<file path="src/rtl/bomb_fuse_timer_pkg.sv">
// Shared types and constants for the bomb fuse timer: FSM state encoding,
// digit width and the per-digit clamp helper used on loaded values.
package bomb_timer_pkg;

  localparam int DIGIT_W = 4;

  typedef enum logic [1:0] {
    IDLE  = 2'd0,
    RUN   = 2'd1,
    PAUSE = 2'd2,
    DONE  = 2'd3
  } timer_state_t;

  // Limit one nibble to the legal digit range 0..base-1.
  function automatic logic [DIGIT_W-1:0] clamp_digit(input logic [DIGIT_W-1:0] d,
                                                     input int base);
    logic [DIGIT_W-1:0] r;
    if (int'(d) >= base) begin
      r = DIGIT_W'(base - 1);
    end else begin
      r = d;
    end
    return r;
  endfunction

endpackage

</file>
<file path="src/rtl/bomb_fuse_timer_if.sv">
// Control/status bundle between the tick/game logic and the fuse timer.
// The controller side (master) drives run control and load data; the timer
// side (slave) returns the packed count and status flags.
interface bomb_fuse_timer_if #(
  parameter int DIGITS = 2
);

  logic                  load;
  logic [4*DIGITS-1:0]   load_value;
  logic                  start;
  logic                  stop;
  logic                  tick;
  logic                  auto_reload;
  logic [4*DIGITS-1:0]   count;
  logic                  tc;
  logic                  expired;
  logic                  running;

  modport master (
    output load, load_value, start, stop, tick, auto_reload,
    input  count, tc, expired, running
  );

  modport slave (
    input  load, load_value, start, stop, tick, auto_reload,
    output count, tc, expired, running
  );

endinterface

</file>
<file path="src/rtl/bomb_fuse_timer_bcd_digit_down.sv">
// One down-counting digit of configurable radix. Wraps from 0 to BASE-1 and
// raises borrow_out when it is asked to decrement while already at 0, which
// enables the next more significant digit.
module bcd_digit_down
  import bomb_timer_pkg::*;
#(
  parameter int                 BASE       = 10,
  parameter logic [DIGIT_W-1:0] INIT_DIGIT = 4'd0
) (
  input  logic               clk,
  input  logic               reset,
  input  logic               load,
  input  logic [DIGIT_W-1:0] load_digit,
  input  logic               dec_en,
  output logic [DIGIT_W-1:0] digit,
  output logic               zero,
  output logic               borrow_out
);

  localparam logic [DIGIT_W-1:0] MAX_DIGIT = DIGIT_W'(BASE - 1);

  logic [DIGIT_W-1:0] digit_r;

  // Digit register: reset, load, then borrow-driven decrement with wrap.
  always_ff @(posedge clk) begin
    if (reset) begin
      digit_r <= INIT_DIGIT;
    end else if (load) begin
      digit_r <= load_digit;
    end else if (dec_en) begin
      if (digit_r == 4'd0) begin
        digit_r <= MAX_DIGIT;
      end else begin
        digit_r <= digit_r - 4'd1;
      end
    end else begin
      digit_r <= digit_r;
    end
  end

  assign digit      = digit_r;
  assign zero       = (digit_r == 4'd0);
  assign borrow_out = dec_en & zero;

endmodule

</file>
<file path="src/rtl/bomb_fuse_timer.sv">
// Multi-digit fuse / round timer. Holds the run-control FSM, the reload
// register and the expiry pulse; the digits themselves are a borrow chain
// of bcd_digit_down instances.
module bomb_fuse_timer
  import bomb_timer_pkg::*;
#(
  parameter int                      DIGITS     = 2,
  parameter int                      BASE       = 10,
  parameter logic [4*DIGITS-1:0]     INIT_VALUE = 8'h30
) (
  input  logic              clk,
  input  logic              reset,
  bomb_fuse_timer_if.slave  bus
);

  localparam int CW = DIGIT_W * DIGITS;

  // Clamp every nibble of a packed word into 0..BASE-1.
  function automatic logic [CW-1:0] clamp_word(input logic [CW-1:0] v);
    logic [CW-1:0] r;
    r = v;
    for (int i = 0; i < DIGITS; i++) begin
      r[i*DIGIT_W +: DIGIT_W] = clamp_digit(v[i*DIGIT_W +: DIGIT_W], BASE);
    end
    return r;
  endfunction

  localparam logic [CW-1:0] INIT_CLAMPED = clamp_word(INIT_VALUE);
  localparam logic [CW-1:0] ONE_WORD     = {{(CW-1){1'b0}}, 1'b1};

  timer_state_t   state_r;
  timer_state_t   state_s;
  logic [CW-1:0]  reload_r;
  logic           expired_r;
  logic           expired_s;
  logic           dec_s;
  logic           reload_now_s;
  logic           digit_load_s;
  logic [CW-1:0]  digit_load_word_s;
  logic [CW-1:0]  count_s;
  logic           count_zero_s;
  logic [DIGITS-1:0] zero_s;
  logic [DIGITS:0]   borrow_s;

  assign count_zero_s = &zero_s;

  // Next-state, decrement and expiry decisions in priority order:
  // load > stop > start > tick (reset is handled in the registers).
  always_comb begin
    state_s      = state_r;
    dec_s        = 1'b0;
    reload_now_s = 1'b0;
    expired_s    = 1'b0;
    if (bus.load) begin
      state_s = IDLE;
    end else if (bus.stop) begin
      case (state_r)
        RUN:     state_s = PAUSE;
        PAUSE:   state_s = PAUSE;
        IDLE:    state_s = IDLE;
        DONE:    state_s = DONE;
        default: state_s = IDLE;
      endcase
    end else if (bus.start) begin
      case (state_r)
        IDLE:    state_s = RUN;
        PAUSE:   state_s = RUN;
        RUN:     state_s = RUN;
        DONE:    state_s = DONE;
        default: state_s = IDLE;
      endcase
    end else if (bus.tick && (state_r == RUN)) begin
      if (count_zero_s) begin
        // Already at zero (e.g. loaded 0): reload or finish, never pulse.
        if (bus.auto_reload) begin
          reload_now_s = 1'b1;
        end else begin
          state_s = DONE;
        end
      end else begin
        dec_s = 1'b1;
        if (count_s == ONE_WORD) begin
          expired_s = 1'b1;
          if (bus.auto_reload) begin
            state_s = RUN;
          end else begin
            state_s = DONE;
          end
        end else begin
          state_s = RUN;
        end
      end
    end else begin
      state_s = state_r;
    end
  end

  // FSM state register.
  always_ff @(posedge clk) begin
    if (reset) begin
      state_r <= IDLE;
    end else begin
      state_r <= state_s;
    end
  end

  // Reload register: captures the clamped load value.
  always_ff @(posedge clk) begin
    if (reset) begin
      reload_r <= INIT_CLAMPED;
    end else if (bus.load) begin
      reload_r <= clamp_word(bus.load_value);
    end else begin
      reload_r <= reload_r;
    end
  end

  // Expiry pulse, registered on the same edge as the count reaching zero.
  always_ff @(posedge clk) begin
    if (reset) begin
      expired_r <= 1'b0;
    end else if (bus.load) begin
      expired_r <= 1'b0;
    end else begin
      expired_r <= expired_s;
    end
  end

  // Digits load either from the bus (explicit load) or from the reload register.
  assign digit_load_s      = bus.load | reload_now_s;
  assign digit_load_word_s = bus.load ? clamp_word(bus.load_value) : reload_r;
  assign borrow_s[0]       = dec_s;

  for (genvar g = 0; g < DIGITS; g++) begin : g_digit
    bcd_digit_down #(
      .BASE       (BASE),
      .INIT_DIGIT (INIT_CLAMPED[g*DIGIT_W +: DIGIT_W])
    ) u_digit (
      .clk        (clk),
      .reset      (reset),
      .load       (digit_load_s),
      .load_digit (digit_load_word_s[g*DIGIT_W +: DIGIT_W]),
      .dec_en     (borrow_s[g]),
      .digit      (count_s[g*DIGIT_W +: DIGIT_W]),
      .zero       (zero_s[g]),
      .borrow_out (borrow_s[g+1])
    );
  end

  assign bus.count   = count_s;
  assign bus.tc      = count_zero_s;
  assign bus.expired = expired_r;
  assign bus.running = (state_r == RUN);

endmodule

</file>
<file path="src/flat_wrapper.sv">
// flat-port wrapper written by rule: the top's interface ports become plain ports
module bomb_fuse_timer_flat import bomb_timer_pkg::*;
#(
  parameter int                      DIGITS     = 2,
  parameter int                      BASE       = 10,
  parameter logic [4*DIGITS-1:0]     INIT_VALUE = 8'h30
)
  (clk, reset, bus_load, bus_load_value, bus_start, bus_stop, bus_tick, bus_auto_reload, bus_count, bus_tc, bus_expired, bus_running);
  bomb_fuse_timer_if #(.DIGITS(DIGITS)) bus_i ();
  input  logic clk;
  input  logic reset;
  input wire logic [$bits(bus_i.load)-1:0] bus_load;
  input wire logic [$bits(bus_i.load_value)-1:0] bus_load_value;
  input wire logic [$bits(bus_i.start)-1:0] bus_start;
  input wire logic [$bits(bus_i.stop)-1:0] bus_stop;
  input wire logic [$bits(bus_i.tick)-1:0] bus_tick;
  input wire logic [$bits(bus_i.auto_reload)-1:0] bus_auto_reload;
  output wire logic [$bits(bus_i.count)-1:0] bus_count;
  output wire logic [$bits(bus_i.tc)-1:0] bus_tc;
  output wire logic [$bits(bus_i.expired)-1:0] bus_expired;
  output wire logic [$bits(bus_i.running)-1:0] bus_running;
  assign bus_i.load = bus_load;
  assign bus_i.load_value = bus_load_value;
  assign bus_i.start = bus_start;
  assign bus_i.stop = bus_stop;
  assign bus_i.tick = bus_tick;
  assign bus_i.auto_reload = bus_auto_reload;
  assign bus_count = bus_i.count;
  assign bus_tc = bus_i.tc;
  assign bus_expired = bus_i.expired;
  assign bus_running = bus_i.running;
  bomb_fuse_timer #(.DIGITS(DIGITS), .BASE(BASE), .INIT_VALUE(INIT_VALUE)) u_core (.clk(clk), .reset(reset), .bus(bus_i));
endmodule
</file>
<file path="config.mk">
export PLATFORM = sky130hd
export DESIGN_NAME = bomb_fuse_timer_flat
export DESIGN_NICKNAME = d
export VERILOG_FILES = /design/src/rtl/bomb_fuse_timer_pkg.sv /design/src/rtl/bomb_fuse_timer_if.sv /design/src/rtl/bomb_fuse_timer_bcd_digit_down.sv /design/src/rtl/bomb_fuse_timer.sv /design/src/flat_wrapper.sv
export SDC_FILE = /design/constraint.sdc
export NUM_CORES = 1
export LEC_CHECK = 0
export BUFFER_PORTS_ARGS = -buffer_cell sky130_fd_sc_hd__buf_2
export CORE_ASPECT_RATIO = 1.2
export CORE_MARGIN = 4
export CORE_UTILIZATION = 51
export DETAILED_ROUTE_END_ITERATION = 6
export MAX_ROUTING_LAYER = met4
export PLACE_DENSITY = 0.87
export SLEW_MARGIN = 20
export SYNTH_ARGS = -nofsm -noshare
export SYNTH_HDL_FRONTEND = slang
export SYNTH_HIERARCHICAL = 1
export SYNTH_SLANG_ARGS = --single-unit
</file>
<file path="constraint.sdc">
create_clock -name clk -period 3 [get_ports clk]
set_input_delay 0.45 -clock clk [delete_from_list [all_inputs] [get_ports clk]]
set_output_delay 0.45 -clock clk [all_outputs]
set_load 0.1 [all_outputs]
</file>
==> results of run 1 <==
[metrics by stage]
stage | hold WS, ps | instance area (µm²) | instances
6_report | 453 | 1250 | 163
5_1_grt | 453 | 1250 | 163
4_1_cts | 448 | 1250 | 163
3_5_place_dp | 521 | 1230 | 159
3_3_place_gp | 510 | 1230 | 159
2_1_floorplan | 486 | 1080 | 116
[worst min path at each step]
stage                                    end  slack, ps  cells past startpoint
after floorplan           u_core/reload_r[0]        490                      2
after global placement    u_core/reload_r[0]        510                      2
after detailed placement   u_core/state_r[0]        520                      2
after CTS                  u_core/state_r[0]        450                      3
after global routing       u_core/state_r[0]        450                      3
final                      u_core/state_r[0]        450                      3
[power by group]
group / internal (mW) / switching, mW
sequential: 0.264 / 0.0185
combinational: 0.0386 / 0.0931
clock: 0.0516 / 0.0724
total: 0.354 / 0.184
[flip-flops by register name (all words and copies together) (netlist names)]
name,cells
u_core/reload_r,8
u_core/g_digit.u_digit/digit,8
u_core/bus.expired,1
u_core/state_r,2
[worst max-delay path, delay by kind of cell, from the launching register on]
| kind | cells | cell delay [ps] |
|---|---|---|
| AND/OR/NAND/NOR | 7 | 1900 |
| flip-flops | 1 | 410 |
| AO/OA/AOI/OAI | 2 | 250 |
[metal layers]
layer,up-vias,wire (µm),global-route usage
met4,0,14,0.0488
met3,2,89,0.0339
met2,19,1140,0.314
met1,420,973,0.196
li1,471,-,-
met5,-,0,-
[cell type report]
type                       count  area [µm²]  share of cell area
inverter                       7        26.3              0.0210
multi-input combinational     88         634               0.506
tap                           19        23.8              0.0190
sequential                    19         410               0.327
timing repair buffer          26         133               0.106
clock buffer                   4        26.3              0.0210
==> flow_summary.ini, run 1 <==
[outcome]
status = complete, no violations

[sta]
worst_clock_skew_ps = 4.11
drv_slew = 0
slew_headroom = 0.675
rsz0062_at_grt = no
setup_ws_ps = 360
min_period_ps = 2640
tightest_slew_ps = 491
timing.fmax_mhz = 379
finalCritPeriodShare = 0.880
fin_setup_tns_ps = 0
setup_viol = 0
hold_viol = 0

[global_route]
grt_pass1_wl_um = 3820
overflow = 0
grt_pass1_vias = 898
grt_start_max_net_pins = 19
grt_use_total = 0.176
antenna_found_initial = 0

[detailed_routing]
vias = 912
wl_um = 2220
avgViaCountPerCell = 5.60
wl_per_cell_um = 13.6
ant_nets = 0
first_iter_violations = 6
drtPass1Iterations = 4
drc_errors = 0

[pwr]
power.density_nw_per_um2 = 429
peakVddDrop_mv = 0.243
power_uw = 538
p_leak_nw = 0.498

[worst_setup_path]
critPathLaunchType = flip-flop
cp_cell_sequence = nor4_1 -> and2_4 -> or3_1 -> nor2_1 -> or3b_2 -> nor3_2 -> or3b_4 -> a2bb2oi_1 -> o21ai_0
reg2regPathDepth = 9
r2r_setup_slack_ps = 360
cp_max_fo = 8
setup.worst_path.end = u_core/g_digit[1].u_digit/digit[1]
r2r-end = u_core/g_digit[1].u_digit/digit[1]
endpoint_kind = flip-flop
cp_slowest_cell = or3b_2
required_ps = 3220
critPathMaxStageDelay_ps = 480
worstSetupPathType = reg -> reg
r2r_start = u_core/g_digit[0].u_digit/digit[1]
worst-endpoint-arrival_ps = 2860
critical_path.startpoint = u_core/g_digit[0].u_digit/digit[1]

[flow_run]
drv_cap = 0

[cells_and_area]
fillCellCount = 176
utilization = 0.662
areaGrowthSynthToFinish_pct = 20.1
final_cell_mix = buf_2, nor2_1, dfxtp_1
layout-drive-gt1-share = 0.389
fin_nets = 160
final_common_cell = buf_2
antennaDiodeCount = 0

[floorplanning]
num_rows = 17
fp.dieH_um = 57.6
dieArea_um2 = 2840
start_util = 0.551
ios = 26
die_w_um = 49.3
core_area_um2 = 1890

[clocking]
postCtsResizedCells = 0
cts_setup_buffers = 0
clock_sinks = 19
clkTransAtPathRegs_ps = 100
cts-root-buf = clkbuf_4
cts_tree = done
cts_buffers = 3
clock_latency_ps = 280
clockBufferDepth = 2
ctsHtreeMaxLevel = 1
holdBufCountCts = 0

[synth]
syn_area_um2 = 1040
syn_area_per_cell_um2 = 9.00
syn_nets = 131
synth_cells = 116
synth_warnings = 6

[placed_design]
place.gp.congestion = 0.808
pre_cts_slack_ps = 228
numPortBuffers = 25
dp_hpwl_um = 1710

[hold_path]
hold_class = in -> reg
hp-start = bus_start
Power figures use the tool's default switching activity.
==> inputs of run 2 (changes only) <==
--- a/config.mk
+++ b/config.mk
@@ -8,10 +8,12 @@
 export BUFFER_PORTS_ARGS = -buffer_cell sky130_fd_sc_hd__buf_2
 export CORE_ASPECT_RATIO = 1.2
 export CORE_MARGIN = 4
-export CORE_UTILIZATION = 51
+export CORE_UTILIZATION = 54
+export CTS_BUF_LIST = sky130_fd_sc_hd__clkbuf_8
 export DETAILED_ROUTE_END_ITERATION = 6
 export MAX_ROUTING_LAYER = met4
-export PLACE_DENSITY = 0.87
+export PLACE_DENSITY = 0.91
+export RECOVER_POWER = 25
 export SLEW_MARGIN = 20
 export SYNTH_ARGS = -nofsm -noshare
 export SYNTH_HDL_FRONTEND = slang
==> run 2 against run 1 <==
Sequential power about the same. Clock skew shrank 0.77 ps. Core utilization increased by 3.3 points. Via count is 1.9% higher. Non-clock buffer count is the same. Sequential share of layout area decreased by 0.48 points. Sequential cell count stayed put.
==> flow_summary.ini, run 2 (same netlist as run 1, synthesis figures left out) <==
[outcome]
status = complete, no violations

[placed_design]
numPortBuffers = 25
place.gp.congestion = 0.825
dp_hpwl_um = 1680

[clocking]
ctsHtreeMaxLevel = 1
cts_tree = done
cts-root-buf = clkbuf_8
cts_buffers = 3
postCtsResizedCells = 0
clkTransAtPathRegs_ps = 70
clockBufferDepth = 2
holdBufCountCts = 0
clock_sinks = 19
clock_latency_ps = 250
cts_setup_buffers = 0

[detailed_routing]
ant_nets = 0
wl_um = 2240
wl_per_cell_um = 13.8
first_iter_violations = 14
vias = 929
avgViaCountPerCell = 5.70
drtPass1Iterations = 4
drc_errors = 0

[floorplanning]
start_util = 0.570
ios = 26
dieArea_um2 = 2700
fp.dieH_um = 56.2
die_w_um = 48.1
num_rows = 17
core_area_um2 = 1830

[pwr]
power.density_nw_per_um2 = 461
p_leak_nw = 0.506
peakVddDrop_mv = 0.522
swShare = 0.327
p_comb_frac = 0.224
switchingPower_uw = 192
power.share.clock = 0.293
p_int_uw = 395
p_seq_frac = 0.483

[sta]
tightest_slew_ps = 664
drv_slew = 0
rsz0062_at_grt = no
timing.fmax_mhz = 378
min_period_ps = 2650
setup_viol = 0
fin_setup_tns_ps = 0
slew_headroom = 0.558
worst_clock_skew_ps = 3.33
finalCritPeriodShare = 0.882
holdWs_ps = 491
hold_viol = 0

[global_route]
grt_pass1_wl_um = 3700
grt_start_max_net_pins = 19
antenna_found_initial = 0
grt_use_total = 0.184
grt_pass1_vias = 876
overflow = 0

[cells_and_area]
final_cell_mix = buf_2, nor2_1, dfxtp_1
areaGrowthSynthToFinish_pct = 21.9
fillCellCount = 150
layout-drive-gt1-share = 0.389
antennaDiodeCount = 0
fin_nets = 160
utilization = 0.696
final_common_cell = buf_2

[worst_setup_path]
critPathLaunchType = flip-flop
critical_path.startpoint = u_core/g_digit[0].u_digit/digit[1]
endpoint_kind = flip-flop
required_ps = 3180
worstSetupPathType = reg -> reg
cp_slowest_cell = or3b_2
r2r_start = u_core/g_digit[0].u_digit/digit[1]
cp_max_fo = 8
worst-endpoint-arrival_ps = 2820
cp_cell_sequence = nor4_1 -> and2_4 -> or3_1 -> nor2_1 -> or3b_2 -> nor3_2 -> or3b_4 -> a2bb2oi_1 -> o21ai_0
critPathMaxStageDelay_ps = 490

[hold_path]
hold_class = in -> reg
hp-start = bus_start

[flow_run]
drv_cap = 0
==> run 2: cell count changes in the layout (fill, tap and decap cells not counted), sizes merged <==
| cell | change |
|---|---|
| buf | -1 |
| clkinv | +1 |
==> run 2: final cells by class <==
type / instances / area, µm² / share of cell area
inverter: 7 / 26.3 / 0.0206
multi-input combinational: 88 / 634 / 0.499
timing repair buffer: 26 / 131 / 0.103
clock inverter: 1 / 5.00 / 0.00393
sequential: 19 / 410 / 0.323
tap: 19 / 23.8 / 0.0187
clock buffer: 3 / 41.3 / 0.0324
==> run 2: critical path: cells and delay by family (launching register included) <==
family,cells,cell delay (ps)
flops,1,400
simple gates,7,1910
compound gates,2,260
==> run 2: through the flow <==
step	power [mW]	setup WS (ps)	instance area, µm²	std cells
3_5_place_dp	0.419	208	1230	159
2_1_floorplan	0.387	36.3	1080	116
6_report	0.587	353	1270	163
4_1_cts	0.592	359	1270	163
5_1_grt	0.614	126	1270	163
3_3_place_gp	0.415	321	1230	159
==> run 2: power groups by stage <==
| stage | clock network (mW) | registers [mW] | logic [mW] |
|---|---|---|---|
| after floorplan | 0 | 0.336 | 0.0511 |
| after global placement | 0 | 0.287 | 0.128 |
| after detailed placement | 0 | 0.289 | 0.131 |
| after CTS | 0.178 | 0.283 | 0.132 |
| after global routing | 0.188 | 0.285 | 0.141 |
| final | 0.172 | 0.283 | 0.131 |
==> run 2: layer usage <==
layer  track usage  vias up  routed length [µm]
met5             -        -                   0
met4        0.0423        0                  23
met3        0.0453        4                 120
met2         0.293       27                1150
met1         0.227      432                 948
li1              -      466                   -
==> run 2: final timing paths <==
kind / slack (ps) / cells past startpoint / endpoint
worst max register to register: 350 / 9 / u_core/g_digit[1].u_digit/digit[1]
worst min-delay path: 490 / 3 / u_core/state_r[0]
worst max-delay path: 350 / 9 / u_core/g_digit[1].u_digit/digit[1]
worst min register to register: 530 / 2 / u_core/reload_r[0]
==> inputs of run 3 (changes only) <==
--- a/config.mk
+++ b/config.mk
@@ -11,9 +11,10 @@
 export CORE_UTILIZATION = 54
 export CTS_BUF_LIST = sky130_fd_sc_hd__clkbuf_8
 export DETAILED_ROUTE_END_ITERATION = 6
+export GPL_ROUTABILITY_DRIVEN = 0
 export MAX_ROUTING_LAYER = met4
 export PLACE_DENSITY = 0.91
-export RECOVER_POWER = 25
+export RECOVER_POWER = 50
 export SLEW_MARGIN = 20
 export SYNTH_ARGS = -nofsm -noshare
 export SYNTH_HDL_FRONTEND = slang
==> run 3 against run 2 <==
Fmax is 1.2% lower. Critical endpoint unchanged. Hold slack worse by 2.2 ps. Global-route usage stayed put. Cell area is 1.1% lower. Sequential cell count stayed put. Critical path depth stayed put. Clock-buffer cell count stayed put. Sequential share of layout area is 0.35 points higher. Core utilization is 0.75 points lower. Cell count stayed put. Clock power hardly changed.
==> flow_summary.ini, run 3 (same netlist as run 1, synthesis figures left out) <==
[pwr]
power.density_nw_per_um2 = 464
p_leak_nw = 0.489
peakVddDrop_mv = 0.521
power_uw = 585

[worst_setup_path]
required_ps = 3180
worstSetupPathType = reg -> reg
worst-endpoint-arrival_ps = 2860
endpoint_kind = flip-flop
critPathLaunchType = flip-flop
cp_max_fo = 8
r2r_setup_slack_ps = 320

[sta]
slew_headroom = 0.220
tightest_slew_ps = 1180
finalCritPeriodShare = 0.893
min_period_ps = 2680
holdWs_ps = 489
worst_clock_skew_ps = 3.24
timing.fmax_mhz = 373
fin_setup_tns_ps = 0
setup_viol = 0
drv_slew = 0
hold_viol = 0
rsz0062_at_grt = no

[floorplanning]
fp.dieH_um = 56.2
core_area_um2 = 1830
die_w_um = 48.1
num_rows = 17
dieArea_um2 = 2700
ios = 26
start_util = 0.570

[flow_run]
drv_cap = 0

[detailed_routing]
wl_um = 2260
first_iter_violations = 10
ant_nets = 0
avgViaCountPerCell = 5.69
wl_per_cell_um = 13.8
vias = 927
drtPass1Iterations = 4
drc_errors = 0

[cells_and_area]
fillCellCount = 155
layout-drive-gt1-share = 0.347
final_common_cell = buf_2
seqCellArea_um2 = 410
areaGrowthSynthToFinish_pct = 20.6
final_cell_mix = buf_2, nor2_1, dfxtp_1
multi_input_area_um2 = 626
fin_nets = 160
antennaDiodeCount = 0

[outcome]
status = complete, no violations

[global_route]
overflow = 0
grt_start_max_net_pins = 19
grt_use_total = 0.184
antenna_found_initial = 0
grt_pass1_wl_um = 3700
grt_pass1_vias = 876

[clocking]
ctsHtreeMaxLevel = 1
holdBufCountCts = 0
cts_setup_buffers = 0
cts_tree = done
clock_latency_ps = 250
postCtsResizedCells = 0
cts_buffers = 3
clock_sinks = 19
clockBufferDepth = 2
cts-root-buf = clkbuf_8
clkTransAtPathRegs_ps = 70

[placed_design]
dp_hpwl_um = 1680
numPortBuffers = 25

[hold_path]
hold_class = in -> reg
-- run 3: cell type report --
cell class,instances,share of cell area
repair buffers,26,0.100
well taps,19,0.0189
inverters,7,0.0209
clock inverters,1,0.00398
clock buffers,3,0.0328
flip-flops and latches,19,0.326
multi-input cells,88,0.497
-- run 3: worst max-delay path: stages (launching register included) --
cell and delay (ps):
dfxtp_4 400, nor4_1 80, and2_0 180, or3_1 390, nor2_1 140, or3b_2 490
nor3_2 240, or3b_4 420, a2bb2oi_1 140, o21ai_0 120
-- run 3: metrics by stage --
step                      setup WS, ps  instance area, µm²  utilization  instances
after CTS                          359                1270        0.696        163
after detailed placement           208                1230        0.671        159
after global placement             321                1230        0.671        159
final                              321                1260        0.688        163
after global routing              83.0                1260        0.688        163
after floorplan                   36.3                1080            -        116
-- run 3: path summary, 6_finish.rpt --
kind	start	end	cells past startpoint
min	bus_start	u_core/state_r[0]	3
max reg2reg	u_core/g_digit[0].u_digit/digit[1]	u_core/g_digit[1].u_digit/digit[1]	9
min reg2reg	u_core/reload_r[0]	u_core/reload_r[0]	2
max	u_core/g_digit[0].u_digit/digit[1]	u_core/g_digit[1].u_digit/digit[1]	9
-- run 3: metal layers --
layer,vias to the layer above,share of wire,GRT usage
met1,432,0.43,0.227
met4,0,0.010,0.0423
met3,4,0.052,0.0453
met2,25,0.51,0.293
li1,466,-,-
met5,-,0,-
-- run 3: power breakdown --
part / total [mW] / switching [mW] / internal [mW]
Sequential: 0.283 / 0.0189 / 0.264
Clock: 0.172 / 0.0798 / 0.0920
Combinational: 0.130 / 0.0925 / 0.0372
Total: 0.585 / 0.191 / 0.393
